`src/rtl/pipe_ctrl.sv`:
```
`default_nettype none
// ============================================================================
//  Module   : pipe_ctrl
//  Purpose  : Hazard and memory-stall controller for a five-stage pipeline.
//             Generates register load enables, bubble (flush) controls and the
//             branch-target select. Also holds the data-memory handshake and
//             counts the cycles in which the PC is frozen.
//  Revision : 1.0 - initial release
// ----------------------------------------------------------------------------
//  Parameters
//    MEM_TMO      MEMWAIT cycles allowed before a timeout is declared
//                 (only used when MEM_TIMEOUT_EN is defined)
//  Optional feature macro
//    MEM_TIMEOUT_EN  when defined, a stalled memory access is abandoned after
//                    MEM_TMO wait cycles and the sticky mem_err flag is set.
//                    When undefined, the wait never times out and mem_err is 0.
//  Ports
//    clk, rst                 clock (rising edge), synchronous active-high reset
//    id_rs, id_rt       [4:0] source register indices of the ID instruction
//    ex_regdst          [4:0] destination index of the EX instruction
//    ex_memread               EX holds a load
//    mm_branch, mm_zero       MM holds a branch / compare result
//    mm_memread, mm_memwrite  MM holds a load / store
//    dmem_ack                 data memory completes the access this cycle
//    dmem_req                 data memory request, held until acknowledged
//    pc_en, ifid_en, exmm_en  register load enables
//    ifid_flush, idex_flush, exmm_flush, mmwb_flush   bubble insertion
//    pc_src                   select branch target
//    busy                     controller is waiting on data memory
//    mem_err                  sticky memory timeout flag
//    stall_cnt         [15:0] saturating count of cycles with pc_en = 0
// ============================================================================
module pipe_ctrl #(
    parameter int MEM_TMO = 15
) (
    input  logic        clk,
    input  logic        rst,
    input  logic [4:0]  id_rs,
    input  logic [4:0]  id_rt,
    input  logic [4:0]  ex_regdst,
    input  logic        ex_memread,
    input  logic        mm_branch,
    input  logic        mm_zero,
    input  logic        mm_memread,
    input  logic        mm_memwrite,
    input  logic        dmem_ack,
    output logic        dmem_req,
    output logic        pc_en,
    output logic        ifid_en,
    output logic        exmm_en,
    output logic        ifid_flush,
    output logic        idex_flush,
    output logic        exmm_flush,
    output logic        mmwb_flush,
    output logic        pc_src,
    output logic        busy,
    output logic        mem_err,
    output logic [15:0] stall_cnt
);

    typedef enum logic [0:0] {
        ST_RUN     = 1'b0,
        ST_MEMWAIT = 1'b1
    } state_t;

    state_t r_state;
    state_t w_next_state;

    logic w_mem_op;
    logic w_branch_taken;
    logic w_load_use;
    logic w_timeout;

    assign w_mem_op       = mm_memread | mm_memwrite;
    assign w_branch_taken = mm_branch & mm_zero;
    // Register 0 is hard-wired, so a load targeting it can never create a hazard.
    assign w_load_use     = ex_memread && (ex_regdst != 5'd0) &&
                            ((ex_regdst == id_rs) || (ex_regdst == id_rt));

    // A zero-cycle timeout has no meaning; the compare below assumes MEM_TMO >= 1.
    if (MEM_TMO < 1) begin : g_tmo_range_hook
    end

`ifdef MEM_TIMEOUT_EN
    localparam int c_tmo_w = ($clog2(MEM_TMO + 1) > 4) ? $clog2(MEM_TMO + 1) : 4;
    localparam logic [c_tmo_w-1:0] c_tmo_last = c_tmo_w'(MEM_TMO - 1);

    logic [c_tmo_w-1:0] r_tmo_cnt;

    // The counter holds the number of unacknowledged wait cycles already spent,
    // so the MEM_TMO-th such cycle is the one that gives up.
    assign w_timeout = (r_state == ST_MEMWAIT) && !dmem_ack && (r_tmo_cnt == c_tmo_last);

    always_ff @(posedge clk) begin
        if (rst) begin
            r_tmo_cnt <= '0;
            mem_err   <= 1'b0;
        end else begin
            if ((r_state == ST_RUN) && (w_next_state == ST_MEMWAIT)) begin
                r_tmo_cnt <= '0;
            end else if ((r_state == ST_MEMWAIT) && !dmem_ack) begin
                r_tmo_cnt <= r_tmo_cnt + 1'b1;
            end
            if (w_timeout) begin
                mem_err <= 1'b1;
            end
        end
    end
`else
    assign w_timeout = 1'b0;
    assign mem_err   = 1'b0;
`endif

    always_ff @(posedge clk) begin
        if (rst) begin
            r_state <= ST_RUN;
        end else begin
            r_state <= w_next_state;
        end
    end

    always_comb begin
        w_next_state = r_state;
        dmem_req     = 1'b0;
        pc_en        = 1'b1;
        ifid_en      = 1'b1;
        exmm_en      = 1'b1;
        ifid_flush   = 1'b0;
        idex_flush   = 1'b0;
        exmm_flush   = 1'b0;
        mmwb_flush   = 1'b0;
        pc_src       = 1'b0;

        if (rst) begin
            w_next_state = ST_RUN;
        end else begin
            case (r_state)
                ST_RUN: begin
                    dmem_req = w_mem_op;
                    if (w_mem_op && !dmem_ack) begin
                        // Freeze everything up to MM; MM/WB gets a bubble so the
                        // stalled access is not retired twice.
                        pc_en        = 1'b0;
                        ifid_en      = 1'b0;
                        exmm_en      = 1'b0;
                        mmwb_flush   = 1'b1;
                        w_next_state = ST_MEMWAIT;
                    end else if (w_branch_taken) begin
                        pc_src     = 1'b1;
                        ifid_flush = 1'b1;
                        idex_flush = 1'b1;
                        exmm_flush = 1'b1;
                    end else if (w_load_use) begin
                        pc_en      = 1'b0;
                        ifid_en    = 1'b0;
                        idex_flush = 1'b1;
                    end
                end
                ST_MEMWAIT: begin
                    dmem_req = 1'b1;
                    if (dmem_ack || w_timeout) begin
                        w_next_state = ST_RUN;
                    end else begin
                        pc_en      = 1'b0;
                        ifid_en    = 1'b0;
                        exmm_en    = 1'b0;
                        mmwb_flush = 1'b1;
                    end
                end
                default: begin
                    w_next_state = ST_RUN;
                end
            endcase
        end
    end

    assign busy = (r_state == ST_MEMWAIT);

    always_ff @(posedge clk) begin
        if (rst) begin
            stall_cnt <= 16'd0;
        end else if (!pc_en && (stall_cnt != 16'hFFFF)) begin
            stall_cnt <= stall_cnt + 16'd1;
        end
    end

endmodule
`default_nettype wire
```
`config.mk`:
```
export PLATFORM = sky130hd
export DESIGN_NAME = pipe_ctrl
export DESIGN_NICKNAME = d
export VERILOG_FILES = /design/src/rtl/pipe_ctrl.sv
export SDC_FILE = /design/constraint.sdc
export NUM_CORES = 1
export LEC_CHECK = 0
export BUFFER_PORTS_ARGS = -buffer_cell sky130_fd_sc_hd__buf_2
export CAP_MARGIN = 0
export CORE_ASPECT_RATIO = 0.9
export CORE_MARGIN = 2
export CORE_UTILIZATION = 49
export CTS_CLUSTER_DIAMETER = 100
export DETAILED_ROUTE_END_ITERATION = 10
export PLACE_DENSITY = 0.83
export SLEW_MARGIN = 30
export SYNTH_ARGS = -nofsm -noshare
export SYNTH_HDL_FRONTEND = slang
export SYNTH_SLANG_ARGS = --single-unit
```
`constraint.sdc`:
```
create_clock -name clk -period 5.6 [get_ports clk]
set_input_delay 1.12 -clock clk [delete_from_list [all_inputs] [get_ports clk]]
set_output_delay 1.12 -clock clk [all_outputs]
set_load 0.1 [all_outputs]
```
# Yosys cells after proc, flatten, opt, wreduce, memory -nomap -nowiden
# Cells that the tools add are included.
# classes
reduce_logical,8
mux,24
eq_ne,3
addsub,1
bitwise_logic,3
# ops
cell,n
2-to-1 mux 1 bit,20
"adder 16 x 1 -> 16 bit, second input constant",1
"inequality test 16 bit, second input constant",1
equality test 5 bit,2
case mux 1 bit (2 select lines),4
nonzero test 5 bit,1
logical AND 1 bit,4
zero test 1 bit,2
AND 1 bit,1
logical OR 1 bit,1
NOT 1 bit,1
OR 1 bit,1
# word_totals
elab_cells,41
register_bits,17
input_bits,23
out_inout_bits,27

# Depth between registers and ports, before layout
# Gate-level depths: netlist of the first run.
# depth
depth_word,10
ltp_mapped,9
depth_no_buf,7

# Worst setup path after synthesis of the first run
# Ideal clock, no wire load.
# synth_timing
path_kind,input -> output
start,input rst
end,output ifid_flush
path_stages,3
required_ns,4.480
t_arrival_ns,4.062
setup_slack_ns,0.418
n_path_buf,2
path_cell_list,clkbuf_1 nor3_1 buf_4
# synth_between
elab_chain_len,1
# synth_rtl
item,line_no,rtl
start: declaration,37,"input logic rst,"
2-to-1 mux 1 bit,--,
end: declaration,51,"output logic ifid_flush,"
# No other way between the ends.

# Worst setup path in the final report of the first run
# layout_timing
start,input ex_regdst[1]
end,output ifid_en
# layout_between
elab_chain_len,8
# layout_rtl
item,line_no,rtl
start: declaration,40,"input logic [4:0] ex_regdst,"
equality test 5 bit or nonzero test 5 bit (tied branches),"78, 77",
logical OR 1 bit or logical AND 1 bit (tied branches),"78, 77",
logical AND 1 bit *,77,assign w_load_use = ex_memread && (ex_regdst != 5'd0) &&
2-to-1 mux 1 bit *,153,end else if (w_load_use) begin
2-to-1 mux 1 bit *,148,end else if (w_branch_taken) begin
2-to-1 mux 1 bit *,140,if (w_mem_op && !dmem_ack) begin
case mux 1 bit (2 select lines) *,137,case (r_state)
2-to-1 mux 1 bit *,134,if (rst) begin
end: declaration,49,"output logic ifid_en,"
# Mark *: on every way between the ends. The rest lies on a longest branch, timed or not.

==> results.cfg, run 1 <==
[pwr]
powerDensity_mw_per_mm2 = 206
p_leak_uw = 0.000536
swShare_pct = 37.3
ir_drop_mv = 0.139
internal-power_uw = 168
pwr-share-clk_pct = 25.1
switchingPower_uw = 100
p_seq_share_pct = 46.2
combinationalPowerShare_pct = 28.7

[clock_network]
cts_tree = built
cts.clk_slew.worst_paths_ns = 0.10
cts_hold_buf = 0
numCtsBuffers = 3
post_cts_buffers = 0
clk_latency_ns = 0.30
ctsResizeCount = 0
cts-root-buf = clkbuf_4
htree_levels = 1
clockBufferDepth = 2
cts.sink_count = 17

[synthesis]
synthFlopType = dfxtp_1
ys_warn_count = 0
synth-seq-area-share_pct = 31.6
netlist_area_mm2 = 0.00108
syn_inst = 134
synth.avg_cell_area_um2 = 8.05
synthesis.nets = 158
ys_ff_latch = 17
synth.distinct_cells = 35
synthArstFlopShare_pct = 0
synth_edf_count = 0

[global_routing]
grt_overflow_total = 0
track_usage_pct = 22.2
grt_pass1_vias = 1047
antenna_found_initial = 0
grt_max_degree = 30
grt_pass1_wl_mm = 4.47

[final_layout]
insertedDiodeCount = 0
mostFrequentLayoutCells = 48 x buf_2, 17 x dfxtp_1, 14 x a21oi_1
design_area_mm2 = 0.00131
fill_cells = 230
fin_nets = 201
layout_commonest_cell = buf_2
multi_input_comb_area_um2 = 658
seqCellArea_um2 = 340
syn2layout_area_growth_pct = 21.1
layout-drive-gt1-share_pct = 33.0

[worst_setup_path]
slowest_delay_ns = 0.55
worstSetupEndpointType = output port
arrival_ns = 2.73
path_class = input pin to output port
path_buf_inv = 2
crit_path_frequent_cell = buf_2
critPathLaunchType = input pin
required_ns = 4.48
critPathSlowestCell = or4_1
worstPathMaxFanout = 3
cpLargestDelayFamily = simple AND/OR/NAND/NOR gates
crit_path_cell_trace = buf_2 > or4_1 > o21ai_2 > nand2b_1 > a21oi_1 > o21ai_1 > buf_2

[floorplanning]
start_util_pct = 50.8
io_pins = 50
fp-row-count = 16
die-area_mm2 = 0.00259
core_area_mm2 = 0.00212
fp.dieH_um = 48.5
die_w_um = 53.5

[worst_hold_path]
hp-class = register to register

[timing]
setup_viol = 0
fin_setup_tns_ns = 0
hold_viol = 0
fmax_mhz = 260
drv_slew = 0
tightest_slew_ns = 0.631
post-route-min-period_ns = 3.85
skew_ns = 0.00544
rsz0062_at_grt = false
fin_crit_sh_pct = 68.7
maxSlewHeadroom_pct = 57.8

[drt]
drtPass1Iterations = 4
via_per_inst = 5.62
drc = 0
dr_total_vias = 1140
finalWirelength_mm = 2.61
ant_nets = 0
wl_per_cell_um = 12.8
drt_iter0_markers = 15

[job]
maxCapViolCount = 0

[placement]
detailed_place.area_mm2 = 0.00127
io_buffer_count = 48
place_congestion = 0.802
place_hpwl_mm = 1.96

[status]
run_status = complete, no violations
## cells by family after synthesis
family                     share of synthesized area (%)
muxes                                               2.32
other                                              0.348
xor gates and xnor gates                            8.93
AOI/OAI and AO/OA                                   18.1
DFF                                                 31.6
adders and majority gates                           1.16
buffers and inverters                               8.12
and+or+nand+nor                                     29.5
## final cells by class
| cell class | count | share of cell area, % |
|---|---|---|
| timing repair buffer | 48 | 18.4 |
| inverter | 2 | 0.575 |
| tap | 27 | 2.59 |
| clock buffer | 4 | 2.01 |
| multi-input combinational | 105 | 50.4 |
| sequential | 17 | 26.1 |
## through the flow
stage	worst slack [ns]	hold WS, ns	instances	utilization, %	power [uW]
after floorplan	0.418	0.949	134	-	190
after global routing	1.70	0.559	203	61.6	280
after global placement	1.82	0.494	199	60.0	201
final	1.75	0.529	203	61.6	268
after detailed placement	1.77	0.508	199	60.0	203
after CTS	1.76	0.528	203	61.2	269
## per-layer routing
| metal | part of all wire (%) | vias up | GRT usage (%) |
|---|---|---|---|
| li1 | - | 569 | - |
| met1 | 43 | 541 | 29.2 |
| met2 | 52 | 30 | 36.8 |
| met3 | 5.5 | 0 | 6.48 |
| met4 | 0 | 0 | 2.56 |
| met5 | 0 | - | 0 |
## final timing paths
check	startpoint	to	slack, ns	cells past startpoint
setup / recovery	ex_regdst[1]	ifid_en	1.75	7
hold / removal	stall_cnt[9]	stall_cnt[9]	0.53	2
setup reg to reg	stall_cnt[0]	stall_cnt[11]	3.27	7
hold reg to reg	stall_cnt[9]	stall_cnt[9]	0.53	2
## cells in the mapped netlist, types with 2 or more instances
master,number,share of area [%]
nand2_1,9,3.1
nor3_1,3,1.4
nor2_1,7,2.4
dfxtp_1,17,32
a21oi_2,2,1.6
buf_4,4,2.8
xnor2_1,10,8.1
or3_1,10,5.8
nand4_1,5,2.9
clkbuf_1,2,0.70
nand3_1,8,3.7
nor2b_1,2,1.2
and3_1,3,1.7
buf_6,2,2.1
o31ai_1,3,2.1
inv_1,2,0.70
o21ai_1,11,5.1
a21oi_1,14,6.5
or4_1,4,2.8
## registers in the layout, summed over array words and instances, names as in the netlist
signal,count
busy,1
stall_cnt,16
## power by group through the flow
stage / logic, uW / clock network, uW / registers [uW]
3_5_place_dp: 76.0 / 0 / 127
6_report: 76.9 / 67.4 / 124
3_3_place_gp: 74.6 / 0 / 127
4_1_cts: 76.1 / 68.3 / 124
5_1_grt: 81.0 / 74.4 / 124
2_1_floorplan: 53.2 / 0 / 137
## worst reg2reg max path: stages (launching register included)
cell and delay (ns):
dfxtp_1 0.44, ha_1 0.28, nand4_1 0.14, nor4_2 0.21, nor3_1 0.13, a21oi_4 0.55
nor4_1 0.16, mux2_4 0.32
Note: power is estimated with default switching activity, not from simulation.
==> run 2: changes to the inputs <==
- CORE_UTILIZATION: 49 -> 41
- PLACE_DENSITY: 0.83 -> 0.74
- clock period: 5.6 -> 3.46 ns (I/O delays scaled with it)
==> run 2 against run 1 <==
Clock power grew 63%. Register-to-register slack lost 2.2 ns. Sequential cell count stayed put. Count of clock-buffer cells in the layout is the same. Wire length grew 2.7%.
==> results.cfg, run 2 (same netlist as run 1, synthesis figures left out) <==
[clock_network]
post_cts_buffers = 0
clockBufferDepth = 2
cts_tree = built
cts.sink_count = 17
htree_levels = 1
cts-root-buf = clkbuf_4
numCtsBuffers = 3
clk_latency_ns = 0.30
cts_hold_buf = 0
cts.clk_slew.worst_paths_ns = 0.10
ctsResizeCount = 0

[drt]
dr_total_vias = 1137
wl_per_cell_um = 13.0
drt_iter0_markers = 29
drtPass1Iterations = 4
finalWirelength_mm = 2.68
ant_nets = 0
drc = 0
via_per_inst = 5.52

[global_routing]
grt_max_degree = 23
track_usage_pct = 19.5
grt_overflow_total = 0
grt_pass1_vias = 1040
antenna_found_initial = 0
grt_pass1_wl_mm = 4.52

[placement]
detailed_place.area_mm2 = 0.00132
placed_cells = 202
place_hpwl_mm = 2.04
place_congestion = 0.782
io_buffer_count = 48

[floorplanning]
die-area_mm2 = 0.00306
core_area_mm2 = 0.00247
io_pins = 50
fp-row-count = 17
die_w_um = 58.1
fp.dieH_um = 52.7
start_util_pct = 43.7

[final_layout]
fin_cells = 206
top_register = stall_cnt
fin_nets = 203
insertedDiodeCount = 0
mostFrequentLayoutCells = 48 x buf_2, 17 x dfxtp_1, 14 x a21oi_1
syn2layout_area_growth_pct = 24.5
layout-drive-gt1-share_pct = 35.4
largest_reg_flops = 16
fill_cells = 257
design_area_mm2 = 0.00134
layout_commonest_cell = buf_2

[worst_setup_path]
worstSetupEndpointType = output port
critPathLaunchType = input pin
arrival_ns = 2.30
path_class = input pin to output port
worstPathMaxFanout = 3
reg2reg_slack_ns = 1.11
required_ns = 2.77

[pwr]
powerDensity_mw_per_mm2 = 328
ir_drop_mv = 0.221
p_leak_uw = 0.000549

[timing]
rsz0062_at_grt = false
setup_viol = 0
post-route-min-period_ns = 2.99
hold_viol = 0
fmax_mhz = 334
fin_crit_sh_pct = 86.4
skew_ns = 0.00246
drv_slew = 0

[worst_hold_path]
hp-class = register to register

[job]
maxCapViolCount = 0

[status]
run_status = complete, no violations
## run 2: layer usage
layer  vias to the layer above  track usage, %  part of all wire, %
met5                         -               0                    0
met1                       544            22.6                   44
met3                         5            5.19                  3.9
met2                        18            33.5                   51
li1                        570               -                    -
met4                         0            8.91                  1.5
## run 2: stage by stage
| stage | power (uW) | setup TNS [ns] | util, % | setup slack [ns] | hold WS [ns] |
|---|---|---|---|---|---|
| global placement | 333 | 0 | 53.3 | 0.503 | 0.487 |
| floorplan | 311 | -0.0925 | - | -0.0463 | 0.907 |
| finish | 441 | 0 | 54.4 | 0.469 | 0.522 |
| CTS | 444 | 0 | 54.4 | 0.457 | 0.524 |
| global route | 457 | 0 | 54.4 | 0.410 | 0.546 |
| detailed placement | 335 | 0 | 53.3 | 0.465 | 0.507 |
## run 2: cell type report
class / count / area, um^2 / share of cell area [%]
flip-flops and latches: 17 / 340 / 25.3
well taps: 28 / 35.0 / 2.61
multi-input cells: 105 / 678 / 50.5
repair buffers: 50 / 255 / 19.0
clock buffers: 4 / 26.3 / 1.96
inverters: 2 / 7.51 / 0.559
## run 2: critical path, cell delays in order
cell      delay (ns)
buf_2           0.12
or4_1           0.54
o21ai_2         0.14
nand2b_1        0.15
a21oi_1         0.08
o21ai_4         0.13
buf_2           0.44
## run 2: path summary, 6_finish.rpt
path	from	endpoint	depth (start not counted)
max	ex_regdst[1]	ifid_en	7
min	stall_cnt[15]	stall_cnt[15]	2
max reg2reg	stall_cnt[0]	stall_cnt[1]	9
min reg2reg	stall_cnt[15]	stall_cnt[15]	2
## run 2: power by group
group | total, uW | internal, uW | switching (uW)
clock network | 110 | 45.0 | 65.4
registers | 201 | 198 | 3.15
logic | 130 | 32.6 | 96.9
==> run 3: changes to the inputs <==
- CORE_MARGIN: 2 -> 8
- CTS_CLUSTER_DIAMETER: 100 -> unset
==> run 3 against run 2 <==
Sequential share of layout area up 0.14 points. Count of clock-buffer cells in the layout unchanged. Clock power about the same. Final cell count down 0.49%.
==> results.cfg, run 3 (same netlist as run 1, synthesis figures left out) <==
[timing]
drv_slew = 0
post-route-min-period_ns = 3.00
fin_setup_tns_ns = 0
setup_viol = 0
skew_ns = 0.00412
fin_crit_sh_pct = 86.8
fmax_mhz = 333
rsz0062_at_grt = false
hold_viol = 0

[clock_network]
cts.sink_count = 17
clockBufferDepth = 2
post_cts_buffers = 0
numCtsBuffers = 3
clk_latency_ns = 0.30
cts_hold_buf = 0
cts_tree = built
htree_levels = 1
cts.clk_slew.worst_paths_ns = 0.09
ctsResizeCount = 0
cts-root-buf = clkbuf_4

[worst_setup_path]
worstPathMaxFanout = 3
arrival_ns = 2.31
critPathLaunchType = input pin
required_ns = 2.77
worstSetupEndpointType = output port
path_class = input pin to output port

[placement]
placed_cells = 201
io_buffer_count = 48
place_congestion = 0.810
place_hpwl_mm = 2.31

[drt]
drc = 0
via_per_inst = 5.62
ant_nets = 0
finalWirelength_mm = 2.89
wl_per_cell_um = 14.1
drtPass1Iterations = 4
dr_total_vias = 1153
drt_iter0_markers = 60

[final_layout]
top_register = stall_cnt
insertedDiodeCount = 0
fill_cells = 243
layout-drive-gt1-share_pct = 35.0
mostFrequentLayoutCells = 48 x buf_2, 17 x dfxtp_1, 14 x a21oi_1
syn2layout_area_growth_pct = 23.8
fin_nets = 202
fin_cells = 205
largest_reg_flops = 16
layout_commonest_cell = buf_2

[global_routing]
grt_max_degree = 30
grt_overflow_total = 0
track_usage_pct = 12.9
grt_pass1_wl_mm = 5.04
antenna_found_initial = 0
grt_pass1_vias = 1101

[floorplanning]
io_pins = 50
die_w_um = 70.1
core_area_mm2 = 0.00247
die-area_mm2 = 0.00453
fp-row-count = 17
fp.dieH_um = 64.7
start_util_pct = 43.7

[job]
maxCapViolCount = 0

[worst_hold_path]
hp-class = register to register

[pwr]
powerDensity_mw_per_mm2 = 329
p_leak_uw = 0.000544
ir_drop_mv = 0.291
p_total_uw = 440

[status]
run_status = complete, no violations
[run 3: cell count changes in the layout (fill, tap and decap cells not counted), sizes merged]
cell,delta
buf,-1
[run 3: power by group]
part,switching (uW),total (uW),internal (uW)
registers,3.05,201,198
logic,97.1,129,31.7
clock network,64.9,110,45.0
total,165,440,275
[run 3: area by class of cell]
type                            instances  area [um^2]  area share [%]
Sequential cell                        17          340            25.5
Inverter                                2         7.51           0.562
Tap cell                               28         35.0            2.62
Clock buffer                            4         26.3            1.97
Multi-Input combinational cell        105          678            50.8
Timing Repair Buffer                   49          248            18.6
[run 3: metal layers]
metal / track usage, % / share of wire (%)
met5: 0 / 0
met4: 3.26 / 1.4
met3: 4.41 / 4.1
met2: 23.0 / 53
met1: 14.4 / 41
[run 3: stage by stage]
stage | setup WS (ns) | hold slack [ns] | util [%] | area [um^2]
final | 0.456 | 0.509 | 54.1 | 1340
after global routing | 0.385 | 0.555 | 54.1 | 1340
after CTS | 0.448 | 0.509 | 54.1 | 1340
after detailed placement | 0.458 | 0.496 | 53.0 | 1310
after global placement | 0.499 | 0.487 | 53.0 | 1310
after floorplan | -0.0463 | 0.907 | - | 1110
[run 3: final timing paths]
path           startpoint  cells after the start  slack (ns)             to
max          ex_regdst[1]                      7        0.46        ifid_en
min          stall_cnt[9]                      2        0.51   stall_cnt[9]
max reg2reg  stall_cnt[0]                      8        1.16  stall_cnt[11]
min reg2reg  stall_cnt[9]                      2        0.51   stall_cnt[9]
[run 3: critical path, cell delays in order]
cell and delay, ns:
buf_2 0.12, or4_1 0.54, o21ai_2 0.14, nand2b_1 0.16
a21oi_1 0.08, o21ai_4 0.13, buf_2 0.44
